$ cat config.mk
export PLATFORM = sky130hd
export DESIGN_NAME = video_mem_arbiter
export DESIGN_NICKNAME = d
export VERILOG_FILES = /design/src/rtl/video_mem_pkg.sv /design/src/rtl/video_mem_arbiter.sv
export SDC_FILE = /design/constraint.sdc
export NUM_CORES = 1
export LEC_CHECK = 0
export BUFFER_PORTS_ARGS = -buffer_cell sky130_fd_sc_hd__buf_2
export CAP_MARGIN = 10
export CORE_AREA = 2 2 92 76
export CTS_CLUSTER_SIZE = 8
export DETAILED_ROUTE_END_ITERATION = 6
export DIE_AREA = 0 0 94 78
export GPL_TIMING_DRIVEN = 0
export MAX_ROUTING_LAYER = met4
export PLACE_DENSITY = 0.53
export SLEW_MARGIN = 10
export SYNTH_ARGS = -nofsm -noshare
export SYNTH_HDL_FRONTEND = slang
export SYNTH_SLANG_ARGS = --single-unit
$ cat constraint.sdc
create_clock -name clk -period 1.9 [get_ports clk]
set_input_delay 0.285 -clock clk [delete_from_list [all_inputs] [get_ports clk]]
set_output_delay 0.285 -clock clk [all_outputs]
set_load 0.02 [all_outputs]
$ cat src/rtl/video_mem_pkg.sv
// Shared constants and access tags for the video RAM arbiter and the VGA generator.
package video_mem_pkg;

  localparam int ADDR_W      = 13;
  localparam int DATA_W      = 8;
  localparam int VID_LATENCY = 3;

  typedef enum logic [1:0] {
    TAG_NONE,
    TAG_VID,
    TAG_CPU_RD,
    TAG_CPU_WR
  } mem_tag_t;

endpackage

$ cat src/rtl/video_mem_arbiter.sv
// Single-port video RAM responder: fixed-latency video fetches with absolute
// priority, CPU reads/writes in the remaining slots, one access issued per cycle.
module video_mem_arbiter #(
  parameter int ADDR_W = video_mem_pkg::ADDR_W,
  parameter int DATA_W = video_mem_pkg::DATA_W
) (
  input  logic              clk,
  input  logic              reset,
  input  logic              vga_req,
  input  logic [ADDR_W-1:0] vga_address,
  output logic [DATA_W-1:0] vga_data,
  output logic              vga_overrun,
  input  logic              cpu_req,
  input  logic              cpu_we,
  input  logic [ADDR_W-1:0] cpu_address,
  input  logic [DATA_W-1:0] cpu_din,
  output logic [DATA_W-1:0] cpu_dout,
  output logic              cpu_ack,
  output logic              mem_en,
  output logic              mem_we,
  output logic [ADDR_W-1:0] mem_addr,
  output logic [DATA_W-1:0] mem_wdata,
  input  logic [DATA_W-1:0] mem_rdata
);
  import video_mem_pkg::*;

  mem_tag_t issue_tag;
  mem_tag_t cap_tag;
  logic     cpu_busy;
  logic     ack_due;
  logic     vid_in_flight;

  // A write acks straight out of its issue cycle; a read acks once its data is captured.
  assign ack_due       = (issue_tag == TAG_CPU_WR) || (cap_tag == TAG_CPU_RD);
  assign vid_in_flight = (issue_tag == TAG_VID) || (cap_tag == TAG_VID);

  // Issue stage: decides the access from this cycle's inputs and drives the RAM next cycle.
  always_ff @(posedge clk or posedge reset) begin
    if (reset) begin
      issue_tag   <= TAG_NONE;
      mem_en      <= 1'b0;
      mem_we      <= 1'b0;
      mem_addr    <= '0;
      mem_wdata   <= '0;
      cpu_busy    <= 1'b0;
      vga_overrun <= 1'b0;
    end else begin
      // NOTE: non-blocking assignments, so every test below sees the pre-edge state.
      if (vga_req && vid_in_flight) vga_overrun <= 1'b1;
      // busy drops into the ack cycle; a still-high cpu_req there counts as a new request
      if (ack_due) cpu_busy <= 1'b0;

      if (vga_req) begin
        issue_tag <= TAG_VID;
        mem_en    <= 1'b1;
        mem_we    <= 1'b0;
        mem_addr  <= vga_address;
      end else if (cpu_req && !cpu_busy) begin
        issue_tag <= cpu_we ? TAG_CPU_WR : TAG_CPU_RD;
        mem_en    <= 1'b1;
        mem_we    <= cpu_we;
        mem_addr  <= cpu_address;
        mem_wdata <= cpu_din;
        cpu_busy  <= 1'b1;
      end else begin
        issue_tag <= TAG_NONE;
        mem_en    <= 1'b0;
        mem_we    <= 1'b0;
      end
    end
  end

  // Capture stage: the tag trails the RAM access by one cycle, aligned with mem_rdata.
  always_ff @(posedge clk or posedge reset) begin
    if (reset) begin
      cap_tag  <= TAG_NONE;
      vga_data <= '0;
      cpu_dout <= '0;
      cpu_ack  <= 1'b0;
    end else begin
      cap_tag <= issue_tag;
      cpu_ack <= ack_due;
      if (cap_tag == TAG_VID)    vga_data <= mem_rdata;
      if (cap_tag == TAG_CPU_RD) cpu_dout <= mem_rdata;
    end
  end

endmodule
# After elaboration in Yosys (flattened, before gate mapping)
# Index checks and enable logic that the tools add are counted.
# op_classes
n_addsub	0
multipliers	0
div	0
magnitude_cmp	0
eq_ne	4
shift	0
mux	12
bitwise_logic	1
reduce_logical	7
# op_table
op	count
$mux W13	2
$mux W1	8
$eq A2 B1 Y1 const B	2
$eq A2 B2 Y1 const B	2
$mux W2	2
$logic_and A1 B1 Y1	2
$logic_or A1 B1 Y1	2
$reduce_and A2 Y1	1
$reduce_bool A2 Y1	1
$logic_not A1 Y1	1
$not A1 Y1	1
# totals
ff_bits	46
latch_bits	0
ram_bits	0
rom_bits	0
in_bits	47
output_inout_bits	41
word_cells	35
memories	0

# Depth between registers and ports, before layout
# depth
ltp_word	5
mapped_depth	4
mapped_depth_nobuf	3

# Worst setup path after synthesis
# OpenSTA, ideal clock, no wires.
# synth_timing
path_type	reg-to-reg
start	reg cpu_busy
end	reg mem_wdata[0]
setup_time_ns	0.125
arrival_ns	1.174
t_required_ns	1.775
slack_ns	0.601
path_stages_with_launch	5
path_buffers	1
synth_period_minus_slack_ns	1.299
path_cell_list	dfrtp_1 nor2b_2 nor2b_1 buf_4 mux2_2
# synth_via
elab_chain_len	3
# synth_lines
element	line_no	rtl
start, declared	video_mem_arbiter.sv:29	logic cpu_busy;
start signal, assigned	video_mem_arbiter.sv:45	cpu_busy <= 1'b0;
start signal, assigned	video_mem_arbiter.sv:51	if (ack_due) cpu_busy <= 1'b0;
start signal, assigned	video_mem_arbiter.sv:64	cpu_busy <= 1'b1;
$logic_not A1 Y1	video_mem_arbiter.sv:58	end else if (cpu_req && !cpu_busy) begin
$logic_and A1 B1 Y1	video_mem_arbiter.sv:58	
$reduce_and A2 Y1 (no line)	--	
end signal, assigned	video_mem_arbiter.sv:63	mem_wdata <= cpu_din;
end, declared	video_mem_arbiter.sv:22	output logic [DATA_W-1:0] mem_wdata,
# No other way between the ends.
# A chain may end at the register's enable or synchronous reset.

# Worst setup path in the final report
# layout_timing
start	reg cpu_busy
end	reg mem_wdata[2]
# Same word-level chain as after synthesis.

==> impl_metrics.json <==
{
  "seq_area_um2": 1150,
  "antenna_found_initial": 0,
  "ys_warn_count": 0,
  "multi_input_area_um2": 671,
  "power.internal_mw": 2.20,
  "slowest_delay_ns": 0.40,
  "clockBufferDepth": 2,
  "hold_viol_final": 0,
  "crit_path_top_delay_cell": "dfrtp_1",
  "core_um2": 6340,
  "skew_ns": 0.00534,
  "postSynthAreaPerCell_um2": 15.9,
  "die_y_um": 78,
  "timing.fmax_ghz": 0.712,
  "grt_start_max_net_pins": 32,
  "crit_chain": "nor2b_2 > nor2b_1 > buf_4 > mux2_2",
  "slew_violations": 0,
  "path_buf_inv": 1,
  "yosys-top-cells-area": "dfrtp_1 (61%), mux2_2 (26%), mux2_4 (5.6%), buf_6 (1.2%), nand2b_1 (1.0%)",
  "p_clk_share_pct": 21.5,
  "diodes": 0,
  "synth_fp_nets": 165,
  "r2r_setup_slack_ns": 0.49,
  "dieWidth_um": 94,
  "clkSlewWorstSetupHoldPaths_ns": 0.08,
  "syn_to_final_growth_pct": 35.9,
  "worst_slew_pin_slew_ns": 0.380,
  "ant_nets": 0,
  "root_buffer": "clkbuf_8",
  "critPathRequiredTime_ns": 2.08,
  "post-route-util_pct": 40.3,
  "path_class": "reg2reg",
  "critical_path_arrival_ns": 1.59,
  "placementRows": 26,
  "switching_power_mw": 1.11,
  "track_usage_pct": 11.0,
  "crit_end": "mem_wdata[2]$_DFFE_PP0P_",
  "cts_tree": "done",
  "fillers": 624,
  "synth_cell_types": 16,
  "io_pins": 88,
  "grt_pass1_vias": 1292,
  "swShare_pct": 33.6,
  "drt_iter0_markers": 20,
  "drive_above_1_share_pct": 72.4,
  "clkSinkCount": 46,
  "combinationalPowerShare_pct": 35.6,
  "cp_num_cells": 4,
  "r2r_end": "mem_wdata[2]$_DFFE_PP0P_",
  "pwr-share-seq_pct": 42.9,
  "syn_area_um2": 1880,
  "dr.pass1.iters": 3,
  "status": "finished clean",
  "hold_path.class": "in2reg",
  "worst_setup_path_start_kind": "flip-flop",
  "maxCapViolCount": 0,
  "drt-vias-per-instance": 4.19,
  "total_power_mw": 3.31,
  "gr-total-overflow": 0,
  "path_delay_family": "flip-flops",
  "ff2ff_path_depth": 4,
  "nNetsFinal": 260,
  "synth_top_area_share_pct": 61.2,
  "die_area_um2": 7330,
  "drcViolationCount": 0,
  "min_period_over_period_pct": 74.0,
  "powerDensity_nw_per_um2": 1300,
  "synthCells": 118,
  "leakage_nw": 1.25,
  "setup_violations": 0,
  "dr_total_vias": 1248,
  "port_buffers": 86,
  "worstReg2RegStart": "cpu_busy$_DFF_PP0_",
  "yosysSeqAreaShare_pct": 61.2,
  "routed_wirelength_um": 3660,
  "ys_ff_latch": 46,
  "rsz0062_at_grt": "false",
  "cts_setup_buffers": 0,
  "endpoint_kind": "flip-flop",
  "timing.slew.headroom_pct": 74.6,
  "dp_hpwl_um": 2750,
  "gp_congestion": 0.632,
  "numCtsBuffers": 5,
  "final.min_clock_period_ns": 1.41,
  "wire_per_inst_um": 12.3,
  "cp_max_fo": 10,
  "crit_start": "cpu_busy$_DFF_PP0_",
  "start_util_pct": 29.6,
  "grt_pass1_wl_um": 6120,
  "yosys.area.top_type": "dfrtp_1",
  "ir_drop_uv": 464,
  "htree_levels": 2,
  "worstSkewPairLatency_ns": 0.30
}
==> flip-flops by register name (all words and copies together), names as in the netlist <==
register and cells:
cpu_busy 1, mem_wdata 8, vga_data 8, mem_addr 13, cpu_ack 1, mem_en 1, cpu_dout 8, mem_we 1
vga_overrun 1, cap_tag 2, issue_tag 2
==> cells in the mapped netlist (all sizes together) <==
master / n
dfrtp: 46
a21o: 1
inv: 3
buf: 6
a31o: 1
nand2: 3
nor2: 2
nand2b: 3
o21ai: 1
mux2: 50
nor2b: 2
==> through the flow <==
stage	cells	setup TNS, ns	area (um^2)	hold slack (ns)	worst slack (ns)
global route	298	0	2550	0.207	0.425
global placement	288	-7.51	2420	0.387	-0.166
detailed placement	289	0	2440	0.291	0.495
floorplan	118	0	1880	0.369	0.527
finish	298	0	2550	0.210	0.495
CTS	298	0	2550	0.196	0.476
==> cell usage in the layout (no fill, tap or decap), drive strengths merged <==
| master | Yosys | routed |
|---|---|---|
| inv | 3 | 3 |
| dlygate4sd3 | 0 | 1 |
| nand2b | 3 | 3 |
| o21ai | 1 | 1 |
| a31o | 1 | 1 |
| nand2 | 3 | 3 |
| buf | 6 | 93 |
| clkbuf | 0 | 5 |
| clkinv | 0 | 2 |
| mux2 | 50 | 50 |
| dfrtp | 46 | 46 |
| nor2 | 2 | 2 |
| nor2b | 2 | 2 |
| a21o | 1 | 1 |
| bufinv | 0 | 1 |
==> worst min-delay path: stages <==
cell and delay [ns]:
buf_2 0.07, nand2_1 0.05, nand2b_1 0.06
==> what timing repair did <==
| item | 4_1_cts | 5_1_grt |
|---|---|---|
| hold endpoints to repair | 15 | 0 |
| gates resized for setup | 0 | 0 |
| hold buffers | 1 | 0 |
==> power by group through the flow <==
stage | Combinational, mW | Clock (mW) | Sequential [mW]
final | 1.18 | 0.713 | 1.42
after floorplan | 0.418 | 0 | 1.80
after detailed placement | 1.20 | 0 | 1.44
after global routing | 1.27 | 0.798 | 1.47
after global placement | 1.19 | 0 | 1.44
after CTS | 1.20 | 0.749 | 1.43
==> how the worst min path moves through the flow <==
stage / start / to / cells past startpoint / slack (ns)
finish: cpu_we / issue_tag[0]$_DFF_PP0_ / 3 / 0.21
floorplan: issue_tag[1]$_DFF_PP0_ / cap_tag[1]$_DFF_PP0_ / 0 / 0.37
global route: cpu_din[6] / mem_wdata[6]$_DFFE_PP0P_ / 2 / 0.21
global placement: issue_tag[0]$_DFF_PP0_ / cap_tag[0]$_DFF_PP0_ / 0 / 0.39
detailed placement: reset / mem_addr[10]$_DFFE_PP0P_ / 2 / 0.29
CTS: cpu_we / issue_tag[0]$_DFF_PP0_ / 3 / 0.20
==> routing by layer <==
metal	global-route usage, %	routed length (um)	vias up
li1	-	-	595
met1	14.3	1650	590
met2	15.8	1600	60
met3	4.66	374	3
met4	3.04	30	0
met5	-	0	-
==> cell type report <==
| cell class | instances | area share, % |
|---|---|---|
| multi-input combinational | 63 | 26.2 |
| inverter | 3 | 0.441 |
| tap | 84 | 4.11 |
| sequential | 46 | 45.1 |
| buffer | 6 | 1.86 |
| timing repair buffer | 88 | 18.0 |
| clock inverter | 3 | 1.57 |
| clock buffer | 5 | 2.69 |
==> logic make-up after synthesis <==
logic type,synth area share [%]
mux,31.3
simple gates,3.19
flops,61.2
buf+inv,3.13
compound gates,1.13
Power figures use the tool's default switching activity.
